--- src/rtl/iter_div.sv ---
// Iterative radix-2 restoring divider (DIV/DIVU) with a single-cycle request and one-cycle completion pulse.
// Optional build macro ITER_DIV_EARLY_OUT_EN: divide-by-zero and signed overflow skip the iteration phase.
module iter_div #(
  parameter int unsigned N_BITS = 32
) (
  input  logic              clk_i,
  input  logic              rst_i,
  input  logic [N_BITS-1:0] a_i,
  input  logic [N_BITS-1:0] b_i,
  input  logic              signed_i,
  input  logic              in_valid_i,
  output logic              ready_o,
  output logic [N_BITS-1:0] q_o,
  output logic [N_BITS-1:0] r_o,
  output logic              valid_o
);

  localparam int unsigned CW = (N_BITS > 1) ? $clog2(N_BITS) : 1;
  localparam logic [N_BITS-1:0] MIN_NEG = {1'b1, {(N_BITS-1){1'b0}}};
  localparam logic [CW-1:0] LAST_CNT = CW'(N_BITS - 1);

  typedef enum logic [1:0] {
    S_IDLE,
    S_ITER,
    S_DONE
  } state_e;

  state_e state_q, state_d;

  logic [N_BITS-1:0] dvd_q;    // dividend bits shift out, quotient bits shift in
  logic [N_BITS-1:0] dvs_q;
  logic [N_BITS-1:0] rem_q;
  logic [N_BITS-1:0] a_raw_q;
  logic [CW-1:0]     cnt_q;
  logic              q_neg_q;
  logic              r_neg_q;
  logic              div0_q;
  logic              ovf_q;

  logic              accept;
  logic              last_iter;
  logic [N_BITS-1:0] a_abs;
  logic [N_BITS-1:0] b_abs;
  logic              in_b_zero;
  logic              in_ovf;
  logic [N_BITS:0]   part;
  logic              ge;
  logic [N_BITS-1:0] rem_nx;
  logic [N_BITS-1:0] quo_nx;
  logic [N_BITS-1:0] q_fin;
  logic [N_BITS-1:0] r_fin;

  assign accept    = (state_q == S_IDLE) && in_valid_i;
  assign last_iter = (state_q == S_ITER) && (cnt_q == LAST_CNT);

  assign a_abs     = (signed_i && a_i[N_BITS-1]) ? (~a_i + 1'b1) : a_i;
  assign b_abs     = (signed_i && b_i[N_BITS-1]) ? (~b_i + 1'b1) : b_i;
  assign in_b_zero = (b_i == '0);
  assign in_ovf    = signed_i && (a_i == MIN_NEG) && (b_i == '1);

  // The remainder after a successful subtract is below the divisor, so N-bit arithmetic suffices.
  always_comb begin
    part   = {rem_q, dvd_q[N_BITS-1]};
    ge     = (part >= {1'b0, dvs_q});
    rem_nx = ge ? (part[N_BITS-1:0] - dvs_q) : part[N_BITS-1:0];
    quo_nx = {dvd_q[N_BITS-2:0], ge};
  end

  always_comb begin
    q_fin = q_neg_q ? (~quo_nx + 1'b1) : quo_nx;
    r_fin = r_neg_q ? (~rem_nx + 1'b1) : rem_nx;
    if (div0_q) begin
      q_fin = '1;
      r_fin = a_raw_q;
    end else if (ovf_q) begin
      q_fin = MIN_NEG;
      r_fin = '0;
    end
  end

  always_ff @(posedge clk_i) begin
    if (rst_i) begin
      state_q <= S_IDLE;
    end else begin
      state_q <= state_d;
    end
  end

  always_comb begin
    state_d = state_q;
    ready_o = 1'b0;
    valid_o = 1'b0;
    case (state_q)
      S_IDLE: begin
        ready_o = 1'b1;
        if (in_valid_i) begin
`ifdef ITER_DIV_EARLY_OUT_EN
          state_d = (in_b_zero || in_ovf) ? S_DONE : S_ITER;
`else
          state_d = S_ITER;
`endif
        end
      end
      S_ITER: begin
        if (last_iter) begin
          state_d = S_DONE;
        end
      end
      S_DONE: begin
        valid_o = 1'b1;
        state_d = S_IDLE;
      end
      default: state_d = S_IDLE;
    endcase
  end

  always_ff @(posedge clk_i) begin
    if (rst_i) begin
      dvd_q   <= '0;
      dvs_q   <= '0;
      rem_q   <= '0;
      a_raw_q <= '0;
      cnt_q   <= '0;
      q_neg_q <= 1'b0;
      r_neg_q <= 1'b0;
      div0_q  <= 1'b0;
      ovf_q   <= 1'b0;
      q_o     <= '0;
      r_o     <= '0;
    end else if (accept) begin
      dvd_q   <= a_abs;
      dvs_q   <= b_abs;
      rem_q   <= '0;
      a_raw_q <= a_i;
      cnt_q   <= '0;
      q_neg_q <= signed_i && (a_i[N_BITS-1] ^ b_i[N_BITS-1]);
      r_neg_q <= signed_i && a_i[N_BITS-1];
      div0_q  <= in_b_zero;
      ovf_q   <= in_ovf;
`ifdef ITER_DIV_EARLY_OUT_EN
      if (in_b_zero) begin
        q_o <= '1;
        r_o <= a_i;
      end else if (in_ovf) begin
        q_o <= MIN_NEG;
        r_o <= '0;
      end
`endif
    end else if (state_q == S_ITER) begin
      rem_q <= rem_nx;
      dvd_q <= quo_nx;
      if (last_iter) begin
        cnt_q <= '0;
        q_o   <= q_fin;
        r_o   <= r_fin;
      end else begin
        cnt_q <= cnt_q + 1'b1;
      end
    end
  end

endmodule

--- config.mk ---
export PLATFORM = sky130hd
export DESIGN_NAME = iter_div
export DESIGN_NICKNAME = d
export VERILOG_FILES = /design/src/rtl/iter_div.sv
export SDC_FILE = /design/constraint.sdc
export NUM_CORES = 1
export LEC_CHECK = 0
export ABC_AREA = 1
export ABC_CLOCK_PERIOD_IN_PS = 4800
export BUFFER_PORTS_ARGS = -buffer_cell sky130_fd_sc_hd__buf_4
export CORE_ASPECT_RATIO = 0.9
export CORE_MARGIN = 1.5
export CORE_UTILIZATION = 53
export CTS_BUF_LIST = sky130_fd_sc_hd__clkbuf_4
export CTS_CLUSTER_DIAMETER = 50
export DETAILED_ROUTE_END_ITERATION = 16
export PLACE_DENSITY = 0.73
export SYNTH_ARGS = -nofsm -noshare
export SYNTH_HDL_FRONTEND = slang
export SYNTH_SLANG_ARGS = --single-unit
--- constraint.sdc ---
create_clock -name clk_i -period 4.8 [get_ports clk_i]
set_input_delay 0.24 -clock clk_i [delete_from_list [all_inputs] [get_ports clk_i]]
set_output_delay 0.24 -clock clk_i [all_outputs]
set_load 0.005 [all_outputs]
# [Yosys cells after proc, flatten, opt, wreduce, memory -nomap -nowiden]
# Cells that the tools add are included.
[op_classes] n_addsub=6 magnitude_cmp=1 n_eq_ne=7 n_mux=17 bitwise_logic=6 n_reduce_logical=13
[ops] operator="$mux W32" n=11
[ops] operator="$add A32 B1 Y32 const B" n=4
[ops] operator="$not A32 Y32" n=4
[ops] operator="$eq A32 B32 Y1 const B" n=2
[ops] operator="$ge A33 B32 Y1" n=1
[ops] operator="$logic_not A32 Y1" n=1
[ops] operator="$sub A32 B32 Y32" n=1
[ops] operator="$logic_and A1 B1 Y1" n=7
[ops] operator="$add A5 B1 Y5 const B" n=1
[ops] operator="$eq A5 B5 Y1 const B" n=1
[ops] operator="$mux W5" n=1
[ops] operator="$mux W2" n=2
[ops] operator="$ne A2 B2 Y1 const B" n=2
[ops] operator="$pmux W2 S2" n=1
[ops] operator="$reduce_and A3 Y1" n=1
[ops] operator="$eq A2 B1 Y1 const B" n=1
[ops] operator="$eq A2 B2 Y1 const B" n=1
[ops] operator="$logic_not A2 Y1" n=1
[ops] operator="$mux W1" n=2
[ops] operator="$reduce_and A2 Y1" n=1
[ops] operator="$reduce_bool A2 Y1" n=1
[ops] operator="$reduce_or A2 Y1" n=1
[ops] operator="$not A1 Y1" n=1
[ops] operator="$xor A1 B1 Y1" n=1
[word_totals] ff_bits=203 in_bits=68 output_inout_bits=66 elab_cells=62

# [Logic depth before layout (Yosys ltp)]
# Gate-level depths: netlist of run 1.
[logic_depth] ltp_word=7 ltp_mapped=28 depth_no_buf=27

# [Least setup slack after synthesis of run 1]
# Ideal clock, no wire load.
[synth_path] kind="flip-flop to flip-flop" start="register dvs_q[23]" end="register q_o[30]" setup_time_ns=0.070 arrival_time_ns=3.560 required_time_ns=4.730 setup_slack_ns=1.170 path_stages_with_launch=26 path_buffers=1 synth_period_minus_slack_ns=3.630 path_cell_list="dfxtp_1 -> inv_1 -> ha_1 -> nand2_1 -> inv_1 -> a21oi_1 -> nand2_1 -> nand2_1 -> nand2_1 -> nor2_2 -> nand2_4 -> inv_1 -> buf_4 -> ha_1 -> nand3_1 -> nor3_1 -> nand3_1 -> nor3_1 -> nand2_1 -> o21ai_1 -> o21ai_0 -> nor2_1 -> o21ai_1 -> a21oi_1 -> o21ai_0 -> a21oi_1"
[synth_between] elab_chain_cells=6
[synth_lines] item="start, declared" line_no="31" rtl="logic [N_BITS-1:0] dvs_q;"
[synth_lines] item="start signal, assigned" line_no="132" rtl="dvs_q <= b_abs;"
[synth_lines] item="$ge A33 B32 Y1" line_no="64" rtl="ge = (part >= {1'b0, dvs_q});"
[synth_lines] item="$not A32 Y32" line_no="70" rtl="q_fin = q_neg_q ? (~quo_nx + 1'b1) : quo_nx;"
[synth_lines] item="$add A32 B1 Y32" line_no="70"
[synth_lines] item="$mux W32" line_no="70"
[synth_lines] item="$mux W32" line_no="75" rtl="end else if (ovf_q) begin"
[synth_lines] item="$mux W32" line_no="72" rtl="if (div0_q) begin"
[synth_lines] item="end signal, assigned" line_no="154" rtl="q_o <= q_fin;"
[synth_lines] item="end, declared" line_no="13" rtl="output logic [N_BITS-1:0] q_o,"
# Every way passes these cells.
# A chain may end at the register's enable or synchronous reset.

# [Final worst setup path of run 1]
[layout_path] start="register dvs_q[7]" end="register r_o[28]"
[layout_between] elab_chain_cells=7 word_cells_on_any_way=8 cone_classes="2 x add/sub; 1 x order compare; 4 x mux; 1 x bitwise"
[layout_lines] item="$sub A32 B32 Y32 or $ge A33 B32 Y1 (tied branches)" line_no="65, 64"
[layout_lines] item="$mux W32 *" line_no="65" rtl="rem_nx = ge ? (part[N_BITS-1:0] - dvs_q) : part[N_BITS-1:0];"
[layout_lines] item="$not A32 Y32" line_no="71" rtl="r_fin = r_neg_q ? (~rem_nx + 1'b1) : rem_nx;"
[layout_lines] item="$add A32 B1 Y32" line_no="71"
[layout_lines] item="$mux W32 *" line_no="71"
[layout_lines] item="$mux W32 *" line_no="75"
[layout_lines] item="$mux W32 *" line_no="72"
[layout_lines] item="end signal, assigned" line_no="155" rtl="r_o <= r_fin;"
[layout_lines] item="end, declared" line_no="14" rtl="output logic [N_BITS-1:0] r_o,"
# Every way passes the cells marked *; elsewhere a longest branch is shown, timed or not.

==> results.ini, run 1 <==
[timing]
fmax_mhz = 242
skew_ns = 0.0652
finalCriticalPeriod_ns = 4.13
post-route-worst-setup-slack_ns = 0.674
final-max-slew-violation-count = 0
tightest_slew_ns = 1.29
rsz0062_at_grt = no
hold_viol_final = 0
setup_viol_count_final = 0
relSlewSlack_pct = 13.9
tns_ns = 0
fin_crit_sh_pct = 86.0

[synth]
synth.distinct_cells = 57
synthFlopType = dfxtp_1
seq_area_frac_synth_pct = 28.9
synth_fp_nets = 2341
synth_top_family_by_area = simple AND/OR/NAND/NOR gates
synthSimpleGateAreaFrac_pct = 31.7
yosys-top-cells-count = nand2_1 (480), inv_1 (326), dfxtp_1 (203)
netlist_top_cells_area = dfxtp_1 (29%), nand2_1 (13%), inv_1 (8.7%)
synth_edf_count = 0
syn_area_um2 = 14100
synth_top_cell_by_area = dfxtp_1
syn_inst = 2233
yosys_warnings = 0
async_flop_share_pct = 0
synthAdderAreaFrac_pct = 3.61
synthMuxAreaShare_pct = 0
synth_xor_xnor_area_share_pct = 2.74
yosysMostFrequentCell = nand2_1
ys_seq_elements = 203
synth.top_cell.area_share_pct = 28.9
synth_area_per_cell_um2 = 6.30
synth_compound_area_share_pct = 20.6

[grt]
grt_max_degree = 80
grtUsageTotal_pct = 36.6
grt_pass1_wl_um = 79100
grt_pass1_vias = 14500
grt_overflow = 0
antenna_found_initial = 2

[clock_network]
cts.sinks = 203
htree_levels = 2
clk-insertion-delay-late_ns = 0.74
cts_buffer_depth = 3
numCtsBuffers = 55
cts_tree = yes
hold_buffers = 68
cts-root-buf = clkbuf_4
cts_resized = 0
path_clk_slew_ns = 0.06
cts_setup_buffers = 0

[route]
ant_nets = 0
routed_wl_um = 51000
vias_per_cell = 5.77
vias = 16100
dr.pass1.iters = 6
drtIter0Drc = 1770
post-route-drc-count = 0
wl_per_cell_um = 18.3

[pwr]
peakVddDrop_mv = 0.276
cellLeakagePower_nw = 8.24
finalPower_w = 0.00575
p_per_area_nw_per_um2 = 348

[min_path]
holdPathStages = 4
hold_path.class = input port to flop

[final_layout]
drive_gt1_share_pct = 13.4
register_area_um2 = 4060
fillers = 2544
finish.utilization_pct = 63.3
layoutNonFillerInstCount = 2794
syn2layout_area_growth_pct = 17.4
multi_input_area_um2 = 8260
final_nets = 2517

[floorplan]
core_um2 = 26100
die_height_um = 158
initial_core_util_pct = 54.0
io_pins = 134
die_w_um = 175
num_rows = 56
dieArea_um2 = 27500

[placement]
place_ws_ns = 0.767
dpl.hpwl_um = 37600
portBuffers = 133
place_congestion = 0.955
place_inst = 2632

[worst_setup_path]
end_kind = flop
worstSetupPathType = flop to flop
r2r_cells = 22
crit_path_max_fanout = 44
cp.arrival_ns = 4.75
cp.required_ns = 5.42
startpoint_type = flop

[run_status]
outcome = completed

[flow_run]
max_cap_violations = 0

[cell usage in the layout (no fill, tap or decap), drive strengths merged, types with 8 or more instances in the layout]
cell type and count:
buf 151, a221oi 13, nand3 163, or2 9, o22ai 12, nand2 508, nor3 57, nor2 214
o221ai 12, nor4 10, clkbuf 75, a31oi 8, o211ai 33, a21oi 201, clkinv 18, dfxtp 203
nand4 34, o21ai 186, a211oi 14, dlygate4sd3 68, ha 39, xor2 41, inv 336
[sequential cells by signal (all words and copies together) (netlist names)]
register,cells
state_q,2
rem_q,32
ovf_q,1
q_neg_q,1
r_o,32
div0_q,1
dvd_q,32
cnt_q,5
a_raw_q,32
q_o,32
dvs_q,32
r_neg_q,1
[worst max-delay path: stages, from the launching register on]
cell and delay [ns]:
dfxtp_1 0.35, inv_1 0.06, ha_1 0.36, nand2_1 0.14, nor2_1 0.42, nand4_1 0.17, nor2_2 0.12, nor2_2 0.07
nand2_4 0.08, buf_4 0.49, nand2_1 0.09, o21ai_1 0.27, ha_1 0.24, nand3_1 0.11, nor2_1 0.10, nand2_1 0.12
nor2_2 0.18, nand4_1 0.17, nand2_1 0.15, nand2_1 0.08, nand2_1 0.06, nand3_1 0.08, a21oi_1 0.14
[per-stage QoR]
| step | hold slack [ns] | cell area, um^2 |
|---|---|---|
| floorplan | 0.339 | 14100 |
| global placement | 0.456 | 15200 |
| detailed placement | 0.464 | 15200 |
| CTS | 0.00384 | 16500 |
| global route | 0.0520 | 16500 |
| finish | 0.0324 | 16500 |
[final timing paths]
check / slack (ns) / startpoint / end
min: 0.03 / b_i[20] / dvs_q[20]
min reg2reg: 0.48 / a_raw_q[31] / a_raw_q[31]
max reg2reg: 0.67 / dvs_q[7] / r_o[28]
max: 0.67 / dvs_q[7] / r_o[28]
[power breakdown]
part | switching [W] | internal, W
combinational | 0.00161 | 0.000716
clock | 0.000784 | 0.000776
sequential | 0.0000908 | 0.00178
[final cells by class]
type | count | area share (%)
Antenna cell | 1 | 0.0152
Sequential cell | 203 | 24.6
Timing Repair Buffer | 219 | 11.0
Tap cell | 348 | 2.64
Inverter | 337 | 7.67
Clock buffer | 75 | 3.41
Multi-Input combinational cell | 1593 | 50.0
Clock inverter | 18 | 0.652
[cell families after synthesis]
kind of cell / Yosys count
AOI/OAI and AO/OA: 507
xor gates and xnor gates: 44
adders and majority gates: 40
buffers and inverters: 437
DFF: 203
and+or+nand+nor: 1002
[layer usage]
metal	vias up	share of wire [%]	track usage, %
li1	7748	-	-
met4	2	2.3	10.1
met1	7346	46	53.7
met5	-	0.025	0
met3	107	11	8.33
met2	905	41	53.2
Power figures use the tool's default switching activity.
==> run 2, diff against run 1 <==
==> config.mk (replaced) <==
export PLATFORM = sky130hd
export DESIGN_NAME = iter_div
export DESIGN_NICKNAME = d
export VERILOG_FILES = /design/src/rtl/iter_div.sv
export SDC_FILE = /design/constraint.sdc
export NUM_CORES = 1
export LEC_CHECK = 0
export ABC_AREA = 1
export ABC_CLOCK_PERIOD_IN_PS = 4800
export CORE_ASPECT_RATIO = 0.9
export CORE_UTILIZATION = 40
export CTS_BUF_LIST = sky130_fd_sc_hd__clkbuf_4
export CTS_CLUSTER_DIAMETER = 50
export DETAILED_ROUTE_END_ITERATION = 16
export DONT_BUFFER_PORTS = 1
export SYNTH_ARGS = -nofsm -noshare
export SYNTH_HDL_FRONTEND = slang
export SYNTH_SLANG_ARGS = --single-unit
==> results.ini, run 2 (synthesis gave the netlist of run 1 again) <==
[run_status]
outcome = completed

[grt]
grt_pass1_wl_um = 83100
grt_max_degree = 79
grtUsageTotal_pct = 29.8
antenna_found_initial = 3
grt_pass1_vias = 14600
grt_overflow = 0

[pwr]
cellLeakagePower_nw = 7.84
p_per_area_nw_per_um2 = 362
pwr-share-seq_pct = 31.9
p_comb_share_pct = 39.6
peakVddDrop_mv = 0.234
internal_power_w = 0.00333
finalPower_w = 0.00588
p_clk_share_pct = 28.5
sw_frac_of_total_pct = 43.3
p_sw_w = 0.00254

[timing]
finalCriticalPeriod_ns = 4.20
skew_ns = 0.0938
fmax_mhz = 238
setup_viol_count_final = 0
final-max-slew-violation-count = 0
hold_viol_final = 0
rsz0062_at_grt = no
fin_crit_sh_pct = 87.6
relSlewSlack_pct = 18.7
tightest_slew_ns = 1.22
tns_ns = 0

[floorplan]
initial_core_util_pct = 41.0
io_pins = 134
die_w_um = 200
dieArea_um2 = 35900
num_rows = 64
die_height_um = 180
core_um2 = 34300

[clock_network]
numCtsBuffers = 58
cts.sinks = 203
cts-root-buf = clkbuf_4
path_clk_slew_ns = 0.07
cts_tree = yes
htree_levels = 2
cts_buffer_depth = 3
clk-insertion-delay-late_ns = 0.82

[final_layout]
final_common_cell = nand2_1
final_nets = 2437
register_area_um2 = 4060
syn2layout_area_growth_pct = 15.5
layout_common_cells = nand2_1 (479), inv_1 (324), dfxtp_1 (203)
fillers = 3725
multi_input_area_um2 = 8260
drive_gt1_share_pct = 8.67

[placement]
place_congestion = 0.974
dpl.hpwl_um = 39100
portBuffers = 0

[worst_setup_path]
crit_path_max_fanout = 4
startpoint_type = input port
cp.required_ns = 5.55
critPathLaunch = a_i[1]
worstReg2RegStart = rem_q[4]
rrSetupSlack_ns = 0.62
end_kind = flop
cp.arrival_ns = 4.95
worst_r2r_endpoint = r_o[28]
r2r_cells = 23
cp-endpoint = dvd_q[17]
worstSetupPathType = input port to flop

[route]
ant_nets = 0
drtIter0Drc = 1528
vias = 15600
routed_wl_um = 53300
wl_per_cell_um = 18.8
dr.pass1.iters = 6
post-route-drc-count = 0
vias_per_cell = 5.48

[flow_run]
max_cap_violations = 0

[min_path]
hold_path.class = input port to flop

-- run 2: final cells by class --
type,count,area share [%]
Tap cell,462,3.56
Multi-Input combinational cell,1593,50.9
Sequential cell,203,25.0
Clock inverter,27,0.871
Timing Repair Buffer,136,8.18
Inverter,337,7.80
Antenna cell,1,0.0154
Clock buffer,80,3.70
-- run 2: power by group through the flow --
| stage | Clock [W] | Combinational, W | Sequential [W] |
|---|---|---|---|
| after floorplan | 0 | 0.00163 | 0.00187 |
| after global placement | 0 | 0.00217 | 0.00191 |
| after detailed placement | 0 | 0.00217 | 0.00191 |
| after CTS | 0.00171 | 0.00230 | 0.00187 |
| after global routing | 0.00180 | 0.00260 | 0.00189 |
| final | 0.00168 | 0.00233 | 0.00188 |
-- run 2: worst min path at each step --
stage	start	end	slack (ns)	cells after the start
floorplan	a_i[25]	dvd_q[25]	0.34	1
global placement	rst_i	a_raw_q[31]	0.32	1
detailed placement	rst_i	a_raw_q[31]	0.32	1
CTS	b_i[3]	dvs_q[11]	0.008	8
global route	b_i[3]	dvs_q[11]	0.12	8
finish	b_i[3]	dvs_q[11]	0.07	8
-- run 2: repair_timing --
item / CTS / global route
hold endpoints to repair: 120 / 0
resized for setup: 0 / 0
setup buffers: 0 / 0
hold buffers: 116 / 0
-- run 2: per-layer routing --
| layer | track usage, % | vias to the layer above | part of all wire (%) |
|---|---|---|---|
| met5 | 0 | - | 0 |
| met4 | 9.13 | 0 | 2.6 |
| met3 | 6.77 | 86 | 9.1 |
| met2 | 42.1 | 640 | 41 |
| met1 | 44.0 | 7256 | 48 |
| li1 | - | 7585 | - |
-- run 2: through the flow --
step,cells,utilization (%),hold slack (ns),setup slack (ns),area [um^2]
2_1_floorplan,2233,-,0.339,1.17,14100
3_3_place_gp,2615,41.8,0.319,0.703,14300
3_5_place_dp,2615,41.8,0.318,0.763,14300
4_1_cts,2838,47.4,0.00804,0.711,16200
5_1_grt,2839,47.4,0.122,0.0803,16200
6_report,2839,47.4,0.0743,0.598,16200
-- run 2: worst max-delay path, cell delays in order --
cell and delay [ns]:
dlygate4sd3_1 0.55, inv_1 0.19, nand3_1 0.14, nor3_1 0.20
dlygate4sd3_1 0.64, nand3_1 0.09, dlygate4sd3_1 0.60, nor3_1 0.23
nand2_1 0.14, nor3_2 0.29, nand2_1 0.18, dlygate4sd3_1 0.63
a311oi_1 0.26, dlygate4sd3_1 0.57
==> run 3, diff against run 2 <==
--- a/config.mk
+++ b/config.mk
@@ -5,7 +5,6 @@
 export SDC_FILE = /design/constraint.sdc
 export NUM_CORES = 1
 export LEC_CHECK = 0
-export ABC_AREA = 1
 export ABC_CLOCK_PERIOD_IN_PS = 4800
 export CORE_ASPECT_RATIO = 0.9
 export CORE_UTILIZATION = 40
==> results.ini, run 3 <==
[synth]
synthSimpleGateAreaFrac_pct = 25.1
synth_top_family_by_area = compound AO/OA/AOI/OAI gates
synth_edf_count = 0
synth_fp_nets = 1878
synthMuxAreaShare_pct = 1.69
synth.distinct_cells = 86
yosys_warnings = 0
synth_area_per_cell_um2 = 7.44
synth_compound_area_share_pct = 25.6
yosys-top-cells-count = nor2_1 (259), nand2_1 (210), dfxtp_1 (203)
synthAdderAreaFrac_pct = 3.86
synthFlopType = dfxtp_1
synth_xor_xnor_area_share_pct = 7.65
synth_top_cell_by_area = dfxtp_1
async_flop_share_pct = 0
synth.top_cell.area_share_pct = 30.9
yosysMostFrequentCell = nor2_1
seq_area_frac_synth_pct = 30.9
syn_area_um2 = 13200
ys_seq_elements = 203
netlist_top_cells_area = dfxtp_1 (31%), nor2_1 (7.4%), nand2_1 (6.0%)
syn_inst = 1770

[clock_network]
cts_buffer_depth = 3
cts-root-buf = clkbuf_4
htree_levels = 2
path_clk_slew_ns = 0.06
cts_tree = yes
cts.sinks = 203
clk-insertion-delay-late_ns = 0.75
numCtsBuffers = 56

[placement]
place_ws_ns = 0.118
dpl.hpwl_um = 34100
portBuffers = 0
place_congestion = 0.930
placed_area_um2 = 13500

[final_layout]
layout_common_cells = nor2_1 (258), nand2_1 (209), dfxtp_1 (202)
fin_area_um2 = 15300
fillers = 3274
drive_gt1_share_pct = 9.18
register_area_um2 = 4070
final_common_cell = nor2_1
final_nets = 1959
multi_input_area_um2 = 8510
syn2layout_area_growth_pct = 16.1
finish.utilization_pct = 47.6

[worst_setup_path]
crit_slowest_cell = or3_1
crit_path_max_fanout = 36
cp.arrival_ns = 5.14
crit_buf_inv = 3
path_cells = inv_1, ha_1, a21oi_2, o21ai_1, a221o_1, o311ai_4, nand2_2, buf_4, inv_1, ha_2, nand3_1, or3_1, o31ai_1, xor2_1, nor2_1, o22ai_1, nor2_1
startpoint_type = flop
worstSetupPathType = flop to flop
path_delay_family = compound AO/OA/AOI/OAI gates
slowest_delay_ns = 0.49
end_kind = flop
cp.required_ns = 5.39

[timing]
fmax_mhz = 220
fin_crit_sh_pct = 94.8
relSlewSlack_pct = 25.4
final-max-slew-violation-count = 0
finalCriticalPeriod_ns = 4.55
setup_viol_count_final = 0
rsz0062_at_grt = yes
hold_ws_ns = 0.0595
hold_viol_final = 0
skew_ns = 0.0628
tightest_slew_ns = 1.12
post-route-worst-setup-slack_ns = 0.247

[run_status]
violations = design-rule violations
outcome = finished, violations left

[route]
wl_per_cell_um = 20.6
routed_wl_um = 47400
routed-wl-met3_um = 4400
dr.pass1.iters = 11
drtIter0Drc = 1581
vias_per_cell = 5.98
dr_wl_met2_um = 19500
vias = 13800
drt-met1-wl_um = 22200
ant_nets = 0
post-route-drc-count = 5
topRoutingLayerUsed = met5

[grt]
grt_max_degree = 167
grt_overflow = 0
grt_pass1_vias = 12800
grtUsageTotal_pct = 27.7
antenna_found_initial = 3
grt_pass1_wl_um = 73700

[floorplan]
die_w_um = 193
num_rows = 62
core_um2 = 32100
initial_core_util_pct = 41.0
dieArea_um2 = 33600
io_pins = 134
die_height_um = 174

[flow_run]
max_cap_violations = 0

[pwr]
peakVddDrop_mv = 0.185
p_per_area_nw_per_um2 = 350
cellLeakagePower_nw = 5.77

[min_path]
hold_path.class = input port to flop

[run 3: layout make-up]
cell class,instances,area share (%)
Antenna cell,1,0.0164
Clock buffer,70,3.44
Clock inverter,22,0.647
Inverter,59,1.45
Multi-Input combinational cell,1389,55.7
Sequential cell,203,26.6
Tap cell,416,3.41
Timing Repair Buffer,142,8.74
[run 3: per-stage QoR]
step / setup TNS [ns] / power [W] / std cells
after CTS: 0 / 0.00532 / 2300
after floorplan: 0 / 0.00324 / 1770
after global placement: 0 / 0.00373 / 2107
final: 0 / 0.00536 / 2302
after detailed placement: 0 / 0.00373 / 2107
after global routing: -0.0162 / 0.00566 / 2302
[run 3: cells by family after synthesis]
| logic type | after synthesis |
|---|---|
| xor+xnor | 115 |
| fa+ha+maj | 40 |
| mux | 22 |
| flops | 203 |
| buf+inv | 178 |
| compound gates | 490 |
| simple gates | 722 |
[run 3: final timing paths]
check	cells after the start	slack [ns]	startpoint	end
worst min-delay path	4	0.06	a_i[13]	dvd_q[16]
worst min register to register	2	0.45	a_raw_q[26]	a_raw_q[26]
worst max register to register	17	0.25	dvs_q[12]	q_o[26]
worst max-delay path	17	0.25	dvs_q[12]	q_o[26]
[run 3: report_power, final]
part           internal, W  switching [W]
clock network     0.000684       0.000772
logic             0.000749        0.00128
registers          0.00177      0.0000949
total              0.00321        0.00215
[run 3: layer usage]
layer  up-vias  GRT usage [%]
met3        90           5.67
met4         2           9.37
met5         -              0
li1       6627              -
met1      6436           40.6
met2       612           39.8
[run 3: repair_timing]
| action | CTS | global route |
|---|---|---|
| gates resized for setup | 0 | 18 |
| endpoints found under the hold margin | 166 | 0 |
| hold buffers | 101 | 0 |
| setup endpoints to repair | 0 | 18 |
| setup buffers | 0 | 1 |
[run 3: worst register-to-register path: cells and delay by family, from the launching register on]
kind / cells / cell delay (ns)
AO/OA/AOI/OAI: 6 / 1.66
XOR/XNOR: 1 / 0.21
adder cells (fa/ha/maj): 2 / 0.72
buffers and inverters: 3 / 0.56
flip-flops: 1 / 0.33
AND/OR/NAND/NOR: 5 / 0.98
